--- config.mk ---
export PLATFORM = sky130hd
export DESIGN_NAME = segment_scan_reader
export DESIGN_NICKNAME = d
export VERILOG_FILES = /design/src/rtl/seg_pkg.sv /design/src/rtl/seg_to_bcd.sv /design/src/rtl/segment_scan_reader.sv
export SDC_FILE = /design/constraint.sdc
export NUM_CORES = 1
export LEC_CHECK = 0
export ABC_AREA = 1
export BUFFER_PORTS_ARGS = -buffer_cell sky130_fd_sc_hd__clkbuf_2
export CAP_MARGIN = 20
export CORE_MARGIN = 5
export CORE_UTILIZATION = 50
export DETAILED_ROUTE_END_ITERATION = 8
export GPL_TIMING_DRIVEN = 0
export PLACE_DENSITY = 0.69
export SYNTH_ARGS = -nofsm -noshare
export SYNTH_HDL_FRONTEND = slang
export SYNTH_SLANG_ARGS = --single-unit
--- constraint.sdc ---
create_clock -name clk -period 2.8 [get_ports clk]
set_clock_uncertainty 0.1 [all_clocks]
set_input_delay 0.28 -clock clk [delete_from_list [all_inputs] [get_ports clk]]
set_output_delay 0.28 -clock clk [all_outputs]
set_load 0.005 [all_outputs]
--- src/rtl/seg_pkg.sv ---
// Shared definitions for the seven-segment read-back path.
//   SEG_BLANK : all segments off (active-low)
//   SEG_CODE  : legal active-low {g,f,e,d,c,b,a} codes, indexed by digit 0-9
//   scan_state_e : stable-pattern FSM states
package seg_pkg;

  localparam logic [6:0] SEG_BLANK = 7'b1111111;

  localparam logic [9:0][6:0] SEG_CODE = {
    7'b0011000,  // 9
    7'b0000000,  // 8
    7'b1111000,  // 7
    7'b0000010,  // 6
    7'b0010010,  // 5
    7'b0011001,  // 4
    7'b0110000,  // 3
    7'b0100100,  // 2
    7'b1111001,  // 1
    7'b1000000   // 0
  };

  typedef enum logic {WAIT_STABLE, HOLD} scan_state_e;

endpackage

--- src/rtl/seg_to_bcd.sv ---
// Combinational seven-segment pattern to BCD decoder.
//   seg     : active-low pattern, {g,f,e,d,c,b,a}
//   digit   : decoded value 0-9, 4'hF when the pattern is not a legal code
//   illegal : pattern matches none of the ten legal codes
module seg_to_bcd
  import seg_pkg::*;
(
  input  logic [6:0] seg,
  output logic [3:0] digit,
  output logic       illegal
);

  always_comb begin
    digit   = 4'hF;
    illegal = 1'b1;
    for (int i = 0; i < 10; i++) begin
      if (seg == SEG_CODE[i]) begin
        digit   = 4'(i);
        illegal = 1'b0;
      end
    end
  end

endmodule

--- src/rtl/segment_scan_reader.sv ---
// Reads back a multiplexed active-low seven-segment bus and rebuilds the
// BCD frame it displays. One evaluation per stable interval of the bus.
//   clk, reset  : clock, async active-high reset
//   anodes      : active-low digit strobes (bit 0 = rightmost digit)
//   segments    : active-low segment lines {g,f,e,d,c,b,a}
//   value       : recovered frame, value[4k+3:4k] = digit k
//   digit_error : per-digit illegal-pattern flag for the last frame
//   frame_valid : one-cycle pulse when value/digit_error update
module segment_scan_reader
  import seg_pkg::*;
#(
  parameter int DIGITS        = 4,
  parameter int STABLE_CYCLES = 4
) (
  input  logic                  clk,
  input  logic                  reset,
  input  logic [DIGITS-1:0]     anodes,
  input  logic [6:0]            segments,
  output logic [4*DIGITS-1:0]   value,
  output logic [DIGITS-1:0]     digit_error,
  output logic                  frame_valid
);

  localparam int SW = DIGITS + 7;
  localparam int CW = $clog2(STABLE_CYCLES + 1);
  localparam int IW = (DIGITS > 1) ? $clog2(DIGITS) : 1;
  localparam int LW = $clog2(DIGITS + 1);
  localparam logic [SW-1:0] IDLE = {{DIGITS{1'b1}}, SEG_BLANK};

  logic [SW-1:0]            sync1, sync2, prev;
  logic [CW-1:0]            cnt;
  logic                     match, cnt_hit, eval, capture;
  scan_state_e              state, state_nxt;
  logic [IW-1:0]            idx;
  logic [LW-1:0]            low_cnt;
  logic [3:0]               dec_digit;
  logic                     dec_illegal;
  logic [DIGITS-1:0][3:0]   slots;
  logic [DIGITS-1:0]        err, seen;
  logic                     seen_full;

  // 2-flop synchronizer followed by the previous-sample register
  always_ff @(posedge clk or posedge reset) begin
    if (reset) begin
      sync1 <= IDLE;
      sync2 <= IDLE;
      prev  <= IDLE;
    end else begin
      sync1 <= {anodes, segments};
      sync2 <= sync1;
      prev  <= sync2;
    end
  end

  assign match = (sync2 == prev);

  always_ff @(posedge clk or posedge reset) begin
    if (reset)                          cnt <= '0;
    else if (!match)                    cnt <= '0;
    else if (cnt != CW'(STABLE_CYCLES)) cnt <= cnt + 1'b1;
  end

  // The match that lifts the counter to STABLE_CYCLES is the evaluation
  // point, so the capture lands on the same edge the counter saturates.
  assign cnt_hit = match && (cnt == CW'(STABLE_CYCLES - 1));

  always_ff @(posedge clk or posedge reset) begin
    if (reset) state <= WAIT_STABLE;
    else       state <= state_nxt;
  end

  always_comb begin
    state_nxt = state;
    case (state)
      WAIT_STABLE: if (cnt_hit) state_nxt = HOLD;
      HOLD:        if (!match)  state_nxt = WAIT_STABLE;
      default:     state_nxt = WAIT_STABLE;
    endcase
  end

  always_comb begin
    eval = (state == WAIT_STABLE) && cnt_hit;
  end

  // Exactly one anode low selects the digit; blanking and ghosting are ignored
  always_comb begin
    low_cnt = '0;
    idx     = '0;
    for (int k = 0; k < DIGITS; k++) begin
      if (!sync2[7+k]) begin
        low_cnt = low_cnt + 1'b1;
        idx     = IW'(k);
      end
    end
  end

  seg_to_bcd u_dec (
    .seg     (sync2[6:0]),
    .digit   (dec_digit),
    .illegal (dec_illegal)
  );

  assign capture   = eval && (low_cnt == LW'(1));
  assign seen_full = &seen;

  // Completion clears seen on the edge after it fills; a capture on that
  // same edge seeds the next frame.
  always_ff @(posedge clk or posedge reset) begin
    if (reset) begin
      slots       <= '0;
      err         <= '0;
      seen        <= '0;
      value       <= '0;
      digit_error <= '0;
      frame_valid <= 1'b0;
    end else begin
      if (capture) begin
        slots[idx] <= dec_digit;
        err[idx]   <= dec_illegal;
      end
      seen        <= (seen_full ? '0 : seen) |
                     (capture ? (DIGITS'(1) << idx) : '0);
      frame_valid <= seen_full;
      if (seen_full) begin
        value       <= slots;
        digit_error <= err;
      end
    end
  end

endmodule

==> impl_metrics.yaml <==
floorplan:
  start_util_pct: 50.8
  ios: 34
  core_sq_mm: 0.00668
  core.rowCount: 30
  die_y_um: 92.4
  die_area_sq_mm: 0.00853
  fp.dieW_um: 92.4
clock_tree:
  cts-htree-levels: 3
  clock_latency_ps: 340
  cts_root_buffer: "clkbuf_8"
  clkTransAtPathRegs_ps: 70
  cts_buffers: 9
  clockBufferDepth: 2
  post-cts-setup-buffers: 0
  cts_tree: "yes"
  numClockSinks: 82
synth:
  ys_ff_latch: 82
  seq_area_frac_synth_pct: 61.7
  yosysUniqueCellTypes: 27
  synth_area_sq_mm: 0.00339
  syn_nets: 337
  ys_warn_count: 0
  synth_area_per_cell_sq_um: 10.7
  syn_inst: 318
timing:
  tightest_slew_ps: 474
  rsz0062_at_grt: "false"
  setup_slack_ps: 244
  max_freq_ghz: 0.391
  drv_slew: 0
  finalHoldViolations: 0
  fin_crit_ps: 2560
  hold_ws_ps: 257
  slew_headroom_pct: 68.1
  setup_viol: 0
  fin_crit_sh_pct: 91.3
detailed_routing:
  ant_nets: 0
  firstDrtPassIters: 4
  vias: 2271
  drc: 0
  drt-wirelength-per-cell_um: 12.6
  avgViaCountPerCell: 4.94
  totalWireLength_mm: 5.78
  dr.first_iter.drc_count: 82
setup_path:
  r2r-start: "sync2[8]"
  setup.worst_path.start: "sync2[8]"
  cp_slowest_cell: "dfstp_2"
  crit_path_max_incr_delay_ps: 580
  crit_path_end_kind: "flip-flop"
  worstPathCellList: "inv_1, ha_1, inv_1, nand2_1, nand2_1, inv_2, ha_1, inv_1, nor2_1, nand2_1, nand2_1, nor2_2, nand2_4, nor2_8, buf_6, nand4_1, nand2_1"
  r2r_cells: 17
  r2r-end: "slots[2]"
  arrival_ps: 2730
  ff2ff_setup_slack_ps: 240
  path_class: "reg2reg"
  cp.required_ps: 2970
  crit_top_cell: "nand2_1"
  cp_max_fo: 10
  start_kind: "flip-flop"
cells_and_area:
  num_antenna_cells: 0
  seqCellArea_sq_mm: 0.00209
  fin_nets: 394
  final_area_sq_mm: 0.00402
  drive_gt1_share_pct: 31.8
  multi_input_area_sq_mm: 0.00115
  fin_cells: 460
  area_growth_pct: 18.6
  fill_cells: 551
place:
  dp.cells: 432
  dpl-instance-area_sq_mm: 0.00368
  place_congestion: 0.822
  portBuffers: 33
  dp_slack_ps: 198
  dp_hpwl_mm: 4.10
pwr:
  cellLeakagePower_nw: 2.12
  power_density_mw_per_mm2: 563
  netSwitchingPower_w: 0.000486
  p_clk_share_pct: 39.7
  p_sw_share_pct: 21.5
  seq_power_share_pct: 55.0
  irDropWorstVdd_v: 0.000369
  combPwrFrac_pct: 5.2
  p_int_w: 0.00178
run_status:
  status: "finished clean"
hold_path:
  hold_depth: 0
  hold_path_end: "sync2[7]"
  hp-class: "reg2reg"
  min-delay-start: "sync1[7]"
global_routing:
  grt_pass1_vias: 2365
  antenna_found_initial: 0
  grt_max_degree: 43
  grt_usage_pct: 15.4
  grt_overflow: 0
  grt_pass1_wl_mm: 10.5
run:
  cap_violations: 0
==> through the flow <==
stage | total power, W | util [%] | setup TNS (ps)
after floorplan | 0.00134 | - | 0
after global placement | 0.00136 | 54.7 | -21860
after detailed placement | 0.00137 | 55.1 | 0
after CTS | 0.00229 | 60.0 | 0
after global routing | 0.00235 | 60.2 | 0
final | 0.00226 | 60.2 | 0
==> cell families after synthesis <==
| kind of cell | after synthesis | share of synthesized area [%] |
|---|---|---|
| compound gates | 9 | 1.33 |
| xor+xnor | 8 | 2.07 |
| fa+ha+maj | 6 | 2.21 |
| buf+inv | 39 | 4.68 |
| flops | 82 | 61.7 |
| mux | 20 | 6.64 |
| simple gates | 154 | 21.4 |
==> power groups by stage <==
| stage | Combinational, W | Clock (W) | Sequential (W) |
|---|---|---|---|
| final | 0.000119 | 0.000900 | 0.00125 |
| after global routing | 0.000137 | 0.000965 | 0.00125 |
| after CTS | 0.000120 | 0.000919 | 0.00125 |
| after detailed placement | 0.000106 | 0 | 0.00127 |
| after global placement | 0.0000979 | 0 | 0.00127 |
| after floorplan | 0.0000757 | 0 | 0.00126 |
==> cell usage in the layout, fill, tap and decap left out, types with 3 or more instances in the layout <==
cell type       n
a21oi_1         4
buf_2           4
clkbuf_1        3
clkbuf_2       33
clkbuf_8        9
dfrtp_1        49
dfstp_2        33
dlygate4sd3_1  12
ha_1            6
inv_1          30
inv_2           3
mux2_2         20
nand2_1        85
nand3_1        15
nand3_2         3
nand4_1         9
nor2_1         29
nor3_1          3
o21ai_0         4
xnor2_1         6
==> worst max-delay path by stage <==
stage | end
CTS | slots[9]
global placement | value[3]
global route | slots[1]
finish | slots[2]
floorplan | cnt[0]
detailed placement | err[2]
==> Yosys cell counts <==
library cell | n | share of area, %
nand3_1 | 15 | 2.2
nand2_4 | 1 | 0.33
nand3b_1 | 1 | 0.22
nor3_1 | 3 | 0.44
ha_1 | 6 | 2.2
xor2_1 | 2 | 0.52
nand3_2 | 4 | 1.2
nand2_2 | 1 | 0.18
xnor2_1 | 6 | 1.5
buf_6 | 1 | 0.33
o21ai_1 | 1 | 0.15
dfstp_2 | 33 | 26
nand4_1 | 9 | 1.7
nor4_4 | 1 | 0.63
o21ai_0 | 4 | 0.59
nor2_2 | 1 | 0.18
nor2_8 | 1 | 0.59
inv_1 | 31 | 3.4
mux2_2 | 20 | 6.6
nand3_4 | 1 | 0.52
nand2_1 | 85 | 9.4
inv_2 | 3 | 0.33
nor3_4 | 1 | 0.48
dfrtp_1 | 49 | 36
a21oi_1 | 4 | 0.59
nor2_1 | 30 | 3.3
buf_2 | 4 | 0.59
==> layer usage <==
layer  wire length (um)  track usage, %  part of all wire [%]  vias to the layer above
met5                  0               0                     0                        -
met4                 31            4.83                  0.54                        0
met3                289            4.06                   5.0                        5
met2               2720            24.0                    47                       51
met1               2740            21.0                    47                     1086
li1                   -               -                     -                     1129
==> worst max-delay path: cells and delay by family, from the launching register on <==
| kind | cells | cell delay, ps |
|---|---|---|
| AND/OR/NAND/NOR | 10 | 920 |
| buffers and inverters | 5 | 390 |
| adder cells (fa/ha/maj) | 2 | 500 |
| flip-flops | 1 | 580 |
==> flip-flops by register name (all words and copies together) (netlist names) <==
name,flops
prev,11
seen,4
frame_valid,1
value,16
cnt,3
digit_error,4
state,1
err,4
sync1,11
slots,16
sync2,11
==> what timing repair did <==
item,4_1_cts,5_1_grt
endpoints found under the hold margin,18,0
setup endpoints to repair,0,20
hold buffers,12,0
gates resized for setup,0,2
==> cell type report <==
cell class	count	share of cell area, %
plain buffers	5	0.778
clock buffers	12	3.36
clock inverters	4	1.90
inverters	34	3.24
multi-input cells	197	28.6
flip-flops and latches	82	52.1
well taps	80	2.49
repair buffers	46	7.59
No activity file was read; power rests on OpenSTA's default activity.
